[config.mk]
export PLATFORM = sky130hd
export DESIGN_NAME = hazard_stall_controller_flat
export DESIGN_NICKNAME = d
export VERILOG_FILES = /design/src/rtl/mips_pipe_pkg.sv /design/src/rtl/hazard_stall_controller_if.sv /design/src/rtl/hazard_stall_controller_md_busy_counter.sv /design/src/rtl/hazard_stall_controller.sv /design/src/flat_wrapper.sv
export SDC_FILE = /design/constraint.sdc
export NUM_CORES = 1
export LEC_CHECK = 0
export ABC_CLOCK_PERIOD_IN_PS = 4900
export CAP_MARGIN = 20
export CORE_MARGIN = 1
export CORE_UTILIZATION = 46
export DETAILED_ROUTE_END_ITERATION = 10
export GPL_ROUTABILITY_DRIVEN = 0
export PLACE_DENSITY = 0.8
export SKIP_CTS_REPAIR_TIMING = 1
export SLEW_MARGIN = 30
export SYNTH_ARGS = -nofsm -noshare
export SYNTH_HDL_FRONTEND = slang
export SYNTH_SLANG_ARGS = --single-unit
[constraint.sdc]
create_clock -name CLK -period 4.9 [get_ports CLK]
set_clock_uncertainty 0.05 [all_clocks]
set_input_delay 1.47 -clock CLK [delete_from_list [all_inputs] [get_ports CLK]]
set_output_delay 1.47 -clock CLK [all_outputs]
set_load 0.01 [all_outputs]
[src/rtl/mips_pipe_pkg.sv]
// Shared pipeline constants: Tuse/Tnew encodings and mult/div latencies.
// The hazard and decoder blocks both import this package.
package mips_pipe_pkg;

  localparam logic [1:0] TUSE_0    = 2'd0;
  localparam logic [1:0] TUSE_1    = 2'd1;
  localparam logic [1:0] TUSE_2    = 2'd2;
  localparam logic [1:0] TUSE_NONE = 2'd3;

  localparam logic [1:0] TNEW_0 = 2'd0;
  localparam logic [1:0] TNEW_1 = 2'd1;
  localparam logic [1:0] TNEW_2 = 2'd2;

  localparam int unsigned MULT_CYCLES_DEF = 5;
  localparam int unsigned DIV_CYCLES_DEF  = 10;
  localparam int unsigned CNT_W_DEF       = 4;

  // TUSE_NONE (3) can never be below a legal tnew, so unused sources fall out naturally.
  function automatic logic src_hazard(input logic [4:0] src, input logic [1:0] tuse,
                                      input logic [4:0] dst, input logic [1:0] tnew);
    return (src != 5'd0) && (src == dst) && (tuse < tnew);
  endfunction

endpackage

[src/rtl/hazard_stall_controller_if.sv]
// Hazard bundle between the pipeline datapath (master) and the stall controller (slave).
interface hazard_stall_controller_if;

  logic [4:0]  rs_D;
  logic [4:0]  rt_D;
  logic [1:0]  tuse_rs_D;
  logic [1:0]  tuse_rt_D;
  logic [4:0]  WriteReg_E;
  logic [1:0]  tnew_E;
  logic [4:0]  WriteReg_M;
  logic [1:0]  tnew_M;
  logic        md_op_D;
  logic        md_start_E;
  logic        md_is_div_E;
  logic        stall;
  logic        flush_E;
  logic        md_busy;
  logic [31:0] stall_count;

  modport master (
    output rs_D, rt_D, tuse_rs_D, tuse_rt_D, WriteReg_E, tnew_E, WriteReg_M, tnew_M,
    output md_op_D, md_start_E, md_is_div_E,
    input  stall, flush_E, md_busy, stall_count
  );

  modport slave (
    input  rs_D, rt_D, tuse_rs_D, tuse_rt_D, WriteReg_E, tnew_E, WriteReg_M, tnew_M,
    input  md_op_D, md_start_E, md_is_div_E,
    output stall, flush_E, md_busy, stall_count
  );

endinterface

[src/rtl/hazard_stall_controller_md_busy_counter.sv]
// Mult/div occupancy counter: loads the op latency on start, counts down to idle.
module md_busy_counter
  import mips_pipe_pkg::*;
#(
  parameter int unsigned CNT_W       = CNT_W_DEF,
  parameter int unsigned MULT_CYCLES = MULT_CYCLES_DEF,
  parameter int unsigned DIV_CYCLES  = DIV_CYCLES_DEF
) (
  input  logic clk_i,
  input  logic rst_i,
  input  logic start_i,
  input  logic is_div_i,
  output logic busy_o
);

  logic [CNT_W-1:0] cnt_d, cnt_q;

  // A start while busy simply reloads; upstream stalls keep that from happening.
  always_comb begin
    cnt_d = cnt_q;
    if (start_i) begin
      cnt_d = is_div_i ? CNT_W'(DIV_CYCLES) : CNT_W'(MULT_CYCLES);
    end else if (cnt_q != '0) begin
      cnt_d = cnt_q - CNT_W'(1);
    end
  end

  always_ff @(posedge clk_i) begin
    if (rst_i) begin
      cnt_q <= '0;
    end else begin
      cnt_q <= cnt_d;
    end
  end

  assign busy_o = (cnt_q != '0);

endmodule

[src/rtl/hazard_stall_controller.sv]
// Pipeline stall/flush controller: Tuse/Tnew data hazards, mult/div occupancy,
// and a free-running count of stalled cycles.
module hazard_stall_controller
  import mips_pipe_pkg::*;
#(
  parameter int unsigned MULT_CYCLES = MULT_CYCLES_DEF,
  parameter int unsigned DIV_CYCLES  = DIV_CYCLES_DEF,
  parameter int unsigned CNT_W       = CNT_W_DEF
) (
  input logic                     CLK,
  input logic                     RESET,
  hazard_stall_controller_if.slave hz
);

  logic        data_stall;
  logic        md_stall;
  logic        md_busy;
  logic        stall;
  logic [31:0] stall_count_d, stall_count_q;

  md_busy_counter #(
    .CNT_W      (CNT_W),
    .MULT_CYCLES(MULT_CYCLES),
    .DIV_CYCLES (DIV_CYCLES)
  ) u_md_busy_counter (
    .clk_i   (CLK),
    .rst_i   (RESET),
    .start_i (hz.md_start_E),
    .is_div_i(hz.md_is_div_E),
    .busy_o  (md_busy)
  );

  always_comb begin
    data_stall = src_hazard(hz.rs_D, hz.tuse_rs_D, hz.WriteReg_E, hz.tnew_E)
               | src_hazard(hz.rs_D, hz.tuse_rs_D, hz.WriteReg_M, hz.tnew_M)
               | src_hazard(hz.rt_D, hz.tuse_rt_D, hz.WriteReg_E, hz.tnew_E)
               | src_hazard(hz.rt_D, hz.tuse_rt_D, hz.WriteReg_M, hz.tnew_M);
    md_stall   = hz.md_op_D & (md_busy | hz.md_start_E);
    // Reset masks the stall so the pipeline registers clear cleanly.
    stall      = (data_stall | md_stall) & ~RESET;
  end

  assign stall_count_d = stall_count_q + 32'(stall);

  always_ff @(posedge CLK) begin
    if (RESET) begin
      stall_count_q <= '0;
    end else begin
      stall_count_q <= stall_count_d;
    end
  end

  assign hz.stall       = stall;
  assign hz.flush_E     = stall;
  assign hz.md_busy     = md_busy;
  assign hz.stall_count = stall_count_q;

endmodule
[src/flat_wrapper.sv]
// flat-port wrapper written by rule: the top's interface ports become plain ports
module hazard_stall_controller_flat import mips_pipe_pkg::*;
#(
  parameter int unsigned MULT_CYCLES = MULT_CYCLES_DEF,
  parameter int unsigned DIV_CYCLES  = DIV_CYCLES_DEF,
  parameter int unsigned CNT_W       = CNT_W_DEF
)
  (CLK, RESET, hz_rs_D, hz_rt_D, hz_tuse_rs_D, hz_tuse_rt_D, hz_WriteReg_E, hz_tnew_E, hz_WriteReg_M, hz_tnew_M, hz_md_op_D, hz_md_start_E, hz_md_is_div_E, hz_stall, hz_flush_E, hz_md_busy, hz_stall_count);
  hazard_stall_controller_if hz_i ();
  input logic CLK;
  input logic RESET;
  input wire logic [$bits(hz_i.rs_D)-1:0] hz_rs_D;
  input wire logic [$bits(hz_i.rt_D)-1:0] hz_rt_D;
  input wire logic [$bits(hz_i.tuse_rs_D)-1:0] hz_tuse_rs_D;
  input wire logic [$bits(hz_i.tuse_rt_D)-1:0] hz_tuse_rt_D;
  input wire logic [$bits(hz_i.WriteReg_E)-1:0] hz_WriteReg_E;
  input wire logic [$bits(hz_i.tnew_E)-1:0] hz_tnew_E;
  input wire logic [$bits(hz_i.WriteReg_M)-1:0] hz_WriteReg_M;
  input wire logic [$bits(hz_i.tnew_M)-1:0] hz_tnew_M;
  input wire logic [$bits(hz_i.md_op_D)-1:0] hz_md_op_D;
  input wire logic [$bits(hz_i.md_start_E)-1:0] hz_md_start_E;
  input wire logic [$bits(hz_i.md_is_div_E)-1:0] hz_md_is_div_E;
  output wire logic [$bits(hz_i.stall)-1:0] hz_stall;
  output wire logic [$bits(hz_i.flush_E)-1:0] hz_flush_E;
  output wire logic [$bits(hz_i.md_busy)-1:0] hz_md_busy;
  output wire logic [$bits(hz_i.stall_count)-1:0] hz_stall_count;
  assign hz_i.rs_D = hz_rs_D;
  assign hz_i.rt_D = hz_rt_D;
  assign hz_i.tuse_rs_D = hz_tuse_rs_D;
  assign hz_i.tuse_rt_D = hz_tuse_rt_D;
  assign hz_i.WriteReg_E = hz_WriteReg_E;
  assign hz_i.tnew_E = hz_tnew_E;
  assign hz_i.WriteReg_M = hz_WriteReg_M;
  assign hz_i.tnew_M = hz_tnew_M;
  assign hz_i.md_op_D = hz_md_op_D;
  assign hz_i.md_start_E = hz_md_start_E;
  assign hz_i.md_is_div_E = hz_md_is_div_E;
  assign hz_stall = hz_i.stall;
  assign hz_flush_E = hz_i.flush_E;
  assign hz_md_busy = hz_i.md_busy;
  assign hz_stall_count = hz_i.stall_count;
  hazard_stall_controller #(.MULT_CYCLES(MULT_CYCLES), .DIV_CYCLES(DIV_CYCLES), .CNT_W(CNT_W)) u_core (.CLK(CLK), .RESET(RESET), .hz(hz_i));
endmodule
### Yosys cells after proc, flatten, opt, wreduce, memory -nomap -nowiden

Cells that the tools add are included.

| cells by class | value |
|---|---|
| add/subtract/negate cells | 2 |
| magnitude comparators | 4 |
| eq/ne operators | 4 |
| multiplexer cells | 3 |
| bitwise logic cells | 8 |
| reduce and logical (&&, ||, !) cells | 12 |

Operators by type and width:

| operator | count |
|---|---|
| $add 32x1->32 | 1 |
| $eq 5x5->1 | 4 |
| $mux 4 | 3 |
| $reduce_bool 5->1 | 2 |
| $logic_and 1x1->1 | 8 |
| $lt 2x2->1 | 4 |
| $or 1x1->1 | 5 |
| $reduce_bool 4->1 | 1 |
| $sub 4x1->4 const B | 1 |
| $and 1x1->1 | 2 |
| $reduce_bool 2->1 | 1 |
| $not 1->1 | 1 |

| storage, ports and cells | value |
|---|---|
| register bits | 36 |

### Depth between registers and ports, before layout

Gate-level depths: netlist (run 1).

| depth | value |
|---|---|
| depth in word-level cells | 9 |
| mapped depth | 13 |
| gate-level depth less buffers | 13 |

### Hierarchy

Synthesis (run 1) repeated with hierarchy kept, for this count alone.

| second synthesis, totals | value |
|---|---|
| cells, all modules | 231 |
| area, all modules | 2021.9 µm² |

Modules (own cells, without submodules):

| module | times used | cells each | area an instance (µm²) | sequential area each (µm²) |
|---|---|---|---|---|
| hazard_stall_controller | 1 | 205 | 1789.2 | 640.6 |
| md_busy_counter | 1 | 26 | 232.7 | 80.1 |

### Least setup slack after synthesis (run 1)

No wires, ideal clock.

| path | value |
|---|---|
| path kind | input -> output |
| from | input port hz_tnew_M[1] |
| to | output port hz_stall |
| arrival time | 2859 ps |
| data required time | 3380 ps |
| path slack | 521 ps |
| stages on the path | 7 |
| path buffers | 1 |
| cell sequence | inv_1 > ha_1 > a2111oi_0 > nand4_1 > o2bb2ai_1 > a31oi_1 > buf_4 |

| on the way | value |
|---|---|
| word-level cells in the longest chain between the ends | 7 |
| elaborated cells on any way between the ends | 9 |
| those cells by class | 2 x order compare; 5 x bitwise; 2 x reduce/logical |

Ends and longest elaborated chain:

| what | RTL line | source |
|---|---|---|
| from (decl) | flat_wrapper.sv:19 | `input wire logic [$bits(hz_i.tnew_M)-1:0] hz_tnew_M;` |
| $lt 2x2->1 | mips_pipe_pkg.sv:21 | `return (src != 5'd0) && (src == dst) && (tuse < tnew);` |
| $logic_and 1x1->1 | mips_pipe_pkg.sv:21 |  |
| $or 1x1->1 | hazard_stall_controller.sv:35 | `\| src_hazard(hz.rs_D, hz.tuse_rs_D, hz.WriteReg_M, hz.tnew_M)` |
| $or 1x1->1 | hazard_stall_controller.sv:36 | `\| src_hazard(hz.rt_D, hz.tuse_rt_D, hz.WriteReg_E, hz.tnew_E)` |
| $or 1x1->1 (*) | hazard_stall_controller.sv:37 | `\| src_hazard(hz.rt_D, hz.tuse_rt_D, hz.WriteReg_M, hz.tnew_M);` |
| $or 1x1->1 (*) | hazard_stall_controller.sv:40 | `stall = (data_stall \| md_stall) & ~RESET;` |
| $and 1x1->1 (*) | hazard_stall_controller.sv:40 |  |
| to (decl) | flat_wrapper.sv:23 | `output wire logic [$bits(hz_i.stall)-1:0] hz_stall;` |

Every way passes the cells marked *; elsewhere a longest branch is shown, timed or not.

### Worst setup path in the final report (run 1)

| path | value |
|---|---|
| from | input port hz_tnew_M[1] |
| to | output port hz_flush_E |

| on the way | value |
|---|---|
| word-level cells in the longest chain between the ends | 7 |
| elaborated cells on any way between the ends | 9 |
| those cells by class | 2 x order compare; 5 x bitwise; 2 x reduce/logical |

Ends and longest elaborated chain:

| what | RTL line | source |
|---|---|---|
| $lt 2x2->1 | mips_pipe_pkg.sv:21 |  |
| $logic_and 1x1->1 | mips_pipe_pkg.sv:21 |  |
| $or 1x1->1 | hazard_stall_controller.sv:35 |  |
| $or 1x1->1 | hazard_stall_controller.sv:36 |  |
| $or 1x1->1 (*) | hazard_stall_controller.sv:37 |  |
| $or 1x1->1 (*) | hazard_stall_controller.sv:40 |  |
| $and 1x1->1 (*) | hazard_stall_controller.sv:40 |  |
| to (decl) | flat_wrapper.sv:24 | `output wire logic [$bits(hz_i.flush_E)-1:0] hz_flush_E;` |

Marks and branches as above.

==> results of run 1 <==
-- area by class of cell --
| cell class | count | area [µm²] |
|---|---|---|
| inverter | 6 | 22.5 |
| fill | 323 | 1140 |
| sequential | 36 | 721 |
| tap | 50 | 62.6 |
| timing repair buffer | 85 | 803 |
| clock inverter | 1 | 5.00 |
| multi-input combinational | 186 | 1290 |
| clock buffer | 6 | 72.6 |
-- routing by layer --
layer / GRT usage (%) / part of all wire (%) / up-vias
met3: 4.61 / 4.5 / 12
li1: - / - / 993
met4: 8.07 / 2.1 / 0
met2: 39.2 / 48 / 63
met1: 31.3 / 45 / 952
met5: 0 / 0 / -
-- path summary, 6_finish.rpt --
| kind | startpoint | slack, ns | endpoint |
|---|---|---|---|
| max | hz_tnew_M[1] | 0.06 | hz_flush_E |
| min | u_core.hz.stall_count[27] | 0.47 | u_core.hz.stall_count[27] |
| max reg2reg | u_core.u_md_busy_counter.cnt_q[0] | 1.89 | u_core.hz.stall_count[16] |
| min reg2reg | u_core.hz.stall_count[27] | 0.47 | u_core.hz.stall_count[27] |
-- critical path, stage by stage --
cell and delay [ns]:
clkdlybuf4s50_1 0.46, inv_1 0.06, ha_1 0.32, a2111oi_4 0.31
nand4_1 0.14, o2bb2ai_1 0.16, a31oi_2 0.22, dlymetal6s2s_1 0.19
-- power by group through the flow --
stage                     Clock [mW]  Sequential, mW  Combinational [mW]
after global placement             0           0.308               0.106
after global routing           0.209           0.302               0.122
after detailed placement           0           0.308               0.109
after CTS                      0.196           0.302               0.109
after floorplan                    0           0.308              0.0496
final                          0.194           0.302               0.113
-- layout by cell type (no fill, tap or decap), drive strengths merged --
master | netlist | routed
a2111oi | 2 | 2
a211oi | 1 | 1
a21o | 1 | 1
a21oi | 3 | 3
a22oi | 1 | 1
a31oi | 1 | 1
and2 | 1 | 1
and3 | 3 | 3
and4 | 3 | 3
buf | 2 | 18
clkbuf | 5 | 7
clkdlybuf4s50 | 0 | 65
clkinv | 0 | 1
dfxtp | 36 | 36
dlymetal6s2s | 0 | 1
ha | 8 | 8
inv | 6 | 6
nand2 | 16 | 16
nand2b | 3 | 3
nand3 | 14 | 14
nand3b | 2 | 2
nand4 | 14 | 14
nor2 | 29 | 29
nor2b | 6 | 6
nor3 | 7 | 7
nor4 | 6 | 6
o21a | 1 | 1
o21ai | 7 | 7
o22ai | 1 | 1
o2bb2ai | 1 | 1
or2 | 1 | 1
or3 | 2 | 2
or3b | 1 | 1
or4 | 4 | 4
xnor2 | 16 | 16
xor2 | 31 | 31
-- metrics by stage --
step                      TNS [ns]  hold slack [ns]  instance area [µm²]  power, mW
after floorplan                  0            0.469                 2040      0.358
after global placement      -0.659            0.454                 2870      0.414
after detailed placement    -0.932            0.474                 2870      0.417
after CTS                   -0.958            0.483                 2950      0.607
after global routing        -0.131            0.513                 2970      0.633
final                            0            0.473                 2970      0.609
-- cell families (layout without fill, tap and decap cells) --
| family | count (synthesis) | count (layout) | synth area share [%] |
|---|---|---|---|
| AOI/OAI and AO/OA | 19 | 19 | 5.84 |
| and+or+nand+nor | 112 | 112 | 31.0 |
| DFF | 36 | 36 | 35.4 |
| xor gates and xnor gates | 47 | 47 | 20.2 |
| buffers and inverters | 13 | 98 | 2.64 |
| adders and majority gates | 8 | 8 | 4.92 |
-- sequential cells by signal, indices dropped and copies added (netlist names) --
name and count:
u_core.hz.stall_count 32, u_core.u_md_busy_counter.cnt_q 4
==> results.yml, run 1 <==
cts:
  cts_max_path_buffers: 2
  cts-root-buf: "clkbuf_8"
  cts_buffers: 5
  htreeDepth: 2
  clock_latency_ns: 0.28
  cts.sinks: 36
  cts_tree: "yes"
  clk_pin_slew_worst_paths_ns: 0.07
drt:
  num_vias: 2020
  drt_iter0_markers: 102
  routedWlPerCell_um: 14.4
  drc: 0
  firstDrtPassIters: 4
  postRouteAntennaNets: 0
  routed_via_density: 5.46
  wl_um: 5320
power:
  switching_share_pct: 24.8
  p_int_mw: 0.458
  seqPwrFrac_pct: 49.5
  ir_drop_v: 0.000164
  powerDensity_nw_per_um2: 205
  p_sw_mw: 0.151
  power_leakage_nw: 1.15
  p_clk_share_pct: 31.9
  pwr-share-comb_pct: 18.6
floorplan:
  pin_count: 68
  fp.dieArea_um2: 4700
  core_um2: 4120
  rows: 23
  die_y_um: 68.5
  die_w_um: 68.5
  start_util_pct: 49.5
worst_hold_path:
  worstHoldPathType: "register to register"
  whs_path_depth: 2
layout:
  final_core_util_pct: 72.2
  drive_gt1_share_pct: 10.9
  finalNonFillerCells: 370
  areaGrowthSynthToFinish_pct: 46.0
  final_nets: 361
  antenna_cells: 0
yosys:
  synth_top_area_share_pct: 35.4
  synth_edf_count: 0
  ys.warnings.count: 0
  yosys_most_used_dff: "dfxtp_1"
  synth_cell_types: 39
  synth_area_leader_cell: "dfxtp_1"
  yosysSeqAreaShare_pct: 35.4
  synth_area_leaders: "dfxtp_1, xor2_1, xnor2_1, nor2_1, ha_1"
  ys_ff_latch: 36
  postSynth.asyncResetShare_pct: 0
  ys_top_cells_by_count: "dfxtp_1, xor2_1, nor2_1"
  post-synth-top-count-cell: "dfxtp_1"
  synth_area_um2: 2040
  synthCells: 235
  synth_fp_nets: 276
  syn-mean-instance-area_um2: 8.66
sta:
  min_period_ns: 4.84
  hold_viol: 0
  drv_slew: 0
  finalCritPeriodShare_pct: 98.8
  relSlewSlack_pct: 64.7
  finalSetupViolCount: 0
  worst_slack_ns: 0.0583
  max_freq_mhz: 207
  tightest_slew_ns: 0.527
worst_setup_path:
  cp-start-kind: "primary input"
  end_kind: "output pin"
  cp_max_fo: 3
  reg2reg_depth: 14
  crit_arrival_ns: 3.32
  crit_type: "primary input to output pin"
  required_ns: 3.38
global_routing:
  grt_pass1_wl_um: 8240
  antenna_found_initial: 0
  overflow: 0
  grt_max_degree: 42
  grt_usage_pct: 23.9
  grt_pass1_vias: 1805
flow_run:
  drv_cap: 0
place:
  port_buffers: 67
  hpwlAfterDp_um: 4070
  placedCellCount: 363
  dpl_worst_slack_ns: -0.468
status:
  outcome: "finished, final reports clean"
Note: power is estimated with default switching activity, not from simulation.
==> run 2, diff against run 1 <==
- CORE_UTILIZATION: 46 -> 30
- PLACE_DENSITY: 0.8 -> not set
- SLEW_MARGIN: 30 -> 15
==> run 2 against run 1 <==
Effect of this change: the flow now finishes with violations (DRC); non-clock buffer count increased by 2; flip-flop and latch count did not move; register-to-register slack gained 0.03 ns; die area up 52%; sequential share of layout area decreased by 0.84 points; combinational power barely moved; utilization is 25 points lower; wire length fell by 2.5%; critical path depth unchanged; critical path type unchanged; critical endpoint unchanged; largest power group unchanged.
==> results.yml, run 2 (same netlist as run 1, synthesis figures left out) <==
cts:
  cts.sinks: 36
  cts_tree: "yes"
  cts_max_path_buffers: 2
  clock_latency_ns: 0.29
  cts_buffers: 5
  cts-root-buf: "clkbuf_8"
  clk_pin_slew_worst_paths_ns: 0.07
  htreeDepth: 2
power:
  power_leakage_nw: 1.16
  powerDensity_nw_per_um2: 220
  power.total_mw: 0.677
  p_clk_share_pct: 38.7
  seqPwrFrac_pct: 44.4
  pwr-share-comb_pct: 16.8
  switching_share_pct: 24.3
  ir_drop_v: 0.000142
  p_sw_mw: 0.164
  p_int_mw: 0.513
drt:
  firstDrtPassIters: 7
  num_vias: 1938
  routed_via_density: 4.85
  drt_iter0_markers: 110
  wl_um: 5190
  drc: 6
  postRouteAntennaNets: 0
  routedWlPerCell_um: 13.0
layout:
  fillers: 627
  final_cell_mix: "clkdlybuf4s50_1, dfxtp_1, xor2_1, nor2_1, buf_4"
  antenna_cells: 0
  largest_register_ffs: 32
  final_cell_area_um2: 3080
  layout_commonest_cell: "clkdlybuf4s50_1"
  final_nets: 363
  areaGrowthSynthToFinish_pct: 51.3
  drive_gt1_share_pct: 13.0
floorplan:
  pin_count: 68
  die_w_um: 84.4
  core_um2: 6460
  die_y_um: 84.4
  start_util_pct: 31.5
  fp.dieArea_um2: 7120
  rows: 29
worst_setup_path:
  end_kind: "output pin"
  crit_arrival_ns: 3.33
  cp_cell_sequence: "clkdlybuf4s50_1, inv_1, ha_4, a2111oi_4, nand4_1, o2bb2ai_1, a31oi_2, buf_2"
  ff2ff_setup_slack_ns: 1.92
  r2r-start: "u_core.u_md_busy_counter.cnt_q[0]"
  crit_type: "primary input to output pin"
  cp_max_fo: 3
  required_ns: 3.38
  crit_end: "hz_flush_E"
  reg2reg_depth: 14
  cpPeakStageDelay_ns: 0.45
  r2r_end: "u_core.hz.stall_count[28]"
  crit_start: "hz_tnew_M[1]"
  crit_slowest_cell: "clkdlybuf4s50_1"
  cp-start-kind: "primary input"
status:
  outcome: "finished with violations"
  failed_checks: "DRC"
global_routing:
  antenna_found_initial: 0
  grt_pass1_wl_um: 8550
  grt_usage_pct: 14.9
  overflow: 0
  grt_max_degree: 42
  grt_pass1_vias: 1832
sta:
  relSlewSlack_pct: 68.3
  finalCritPeriodShare_pct: 99.0
  tightest_slew_ns: 0.472
  min_period_ns: 4.85
  finalSetupViolCount: 0
  worst_slack_ns: 0.0481
  max_freq_mhz: 206
  hold_viol: 0
  drv_slew: 0
place:
  placed_area_um2: 2930
  dpl_worst_slack_ns: -0.604
  hpwlAfterDp_um: 3910
  port_buffers: 67
flow_run:
  drv_cap: 0
worst_hold_path:
  worstHoldPathType: "register to register"
  hold_path.startpoint: "u_core.hz.stall_count[27]"
## run 2: changes by cell type in the layout (fill, tap and decap cells not counted), sizes merged
| cell | delta |
|---|---|
| buf | +3 |
| dlymetal6s2s | -1 |
| clkbuf | -1 |
| clkinvlp | +1 |
| bufinv | +1 |
## run 2: metrics by stage
step,TNS [ns],hold slack (ns),cells,utilization (%)
after floorplan,0,0.469,235,-
after global placement,-0.796,0.459,392,45.4
after detailed placement,-1.92,0.470,392,45.4
after CTS,-1.24,0.481,400,47.2
after global routing,-0.0308,0.526,400,47.7
final,0,0.479,400,47.7
## run 2: metal layers
layer	GRT usage (%)	up-vias	wire length, µm	share of wire, %
met5	0	-	0	0
met4	5.86	0	131	2.5
met3	2.85	12	195	3.8
met2	23.2	40	2330	45
met1	20.5	893	2530	49
li1	-	993	-	-
## run 2: worst min-delay path by stage
stage / to / slack, ns / depth (start not counted)
floorplan: u_core.hz.stall_count[27] / 0.47 / 2
global placement: u_core.hz.stall_count[27] / 0.46 / 2
detailed placement: u_core.hz.stall_count[27] / 0.47 / 2
CTS: u_core.hz.stall_count[27] / 0.48 / 2
global route: u_core.hz.stall_count[27] / 0.53 / 2
finish: u_core.hz.stall_count[27] / 0.48 / 2
## run 2: layout make-up
cell class	instances	area [µm²]	area share (%)
multi-input cells	186	1310	42.4
inverters	6	22.5	0.731
flip-flops and latches	36	721	23.4
clock inverters	3	42.5	1.38
well taps	77	96.3	3.13
repair buffers	87	823	26.7
clock buffers	5	68.8	2.23
## run 2: power groups by stage
| stage | Clock, mW | Sequential [mW] | Combinational, mW |
|---|---|---|---|
| final | 0.262 | 0.301 | 0.114 |
| after global routing | 0.285 | 0.301 | 0.125 |
| after CTS | 0.271 | 0.301 | 0.110 |
| after detailed placement | 0 | 0.308 | 0.109 |
| after global placement | 0 | 0.308 | 0.109 |
| after floorplan | 0 | 0.308 | 0.0496 |
## run 2: critical path, delay by kind of cell
| kind | cells | cell delay (ns) |
|---|---|---|
| fa+ha+maj | 1 | 0.25 |
| buf+inv | 3 | 0.71 |
| simple gates | 1 | 0.13 |
| compound gates | 3 | 0.77 |
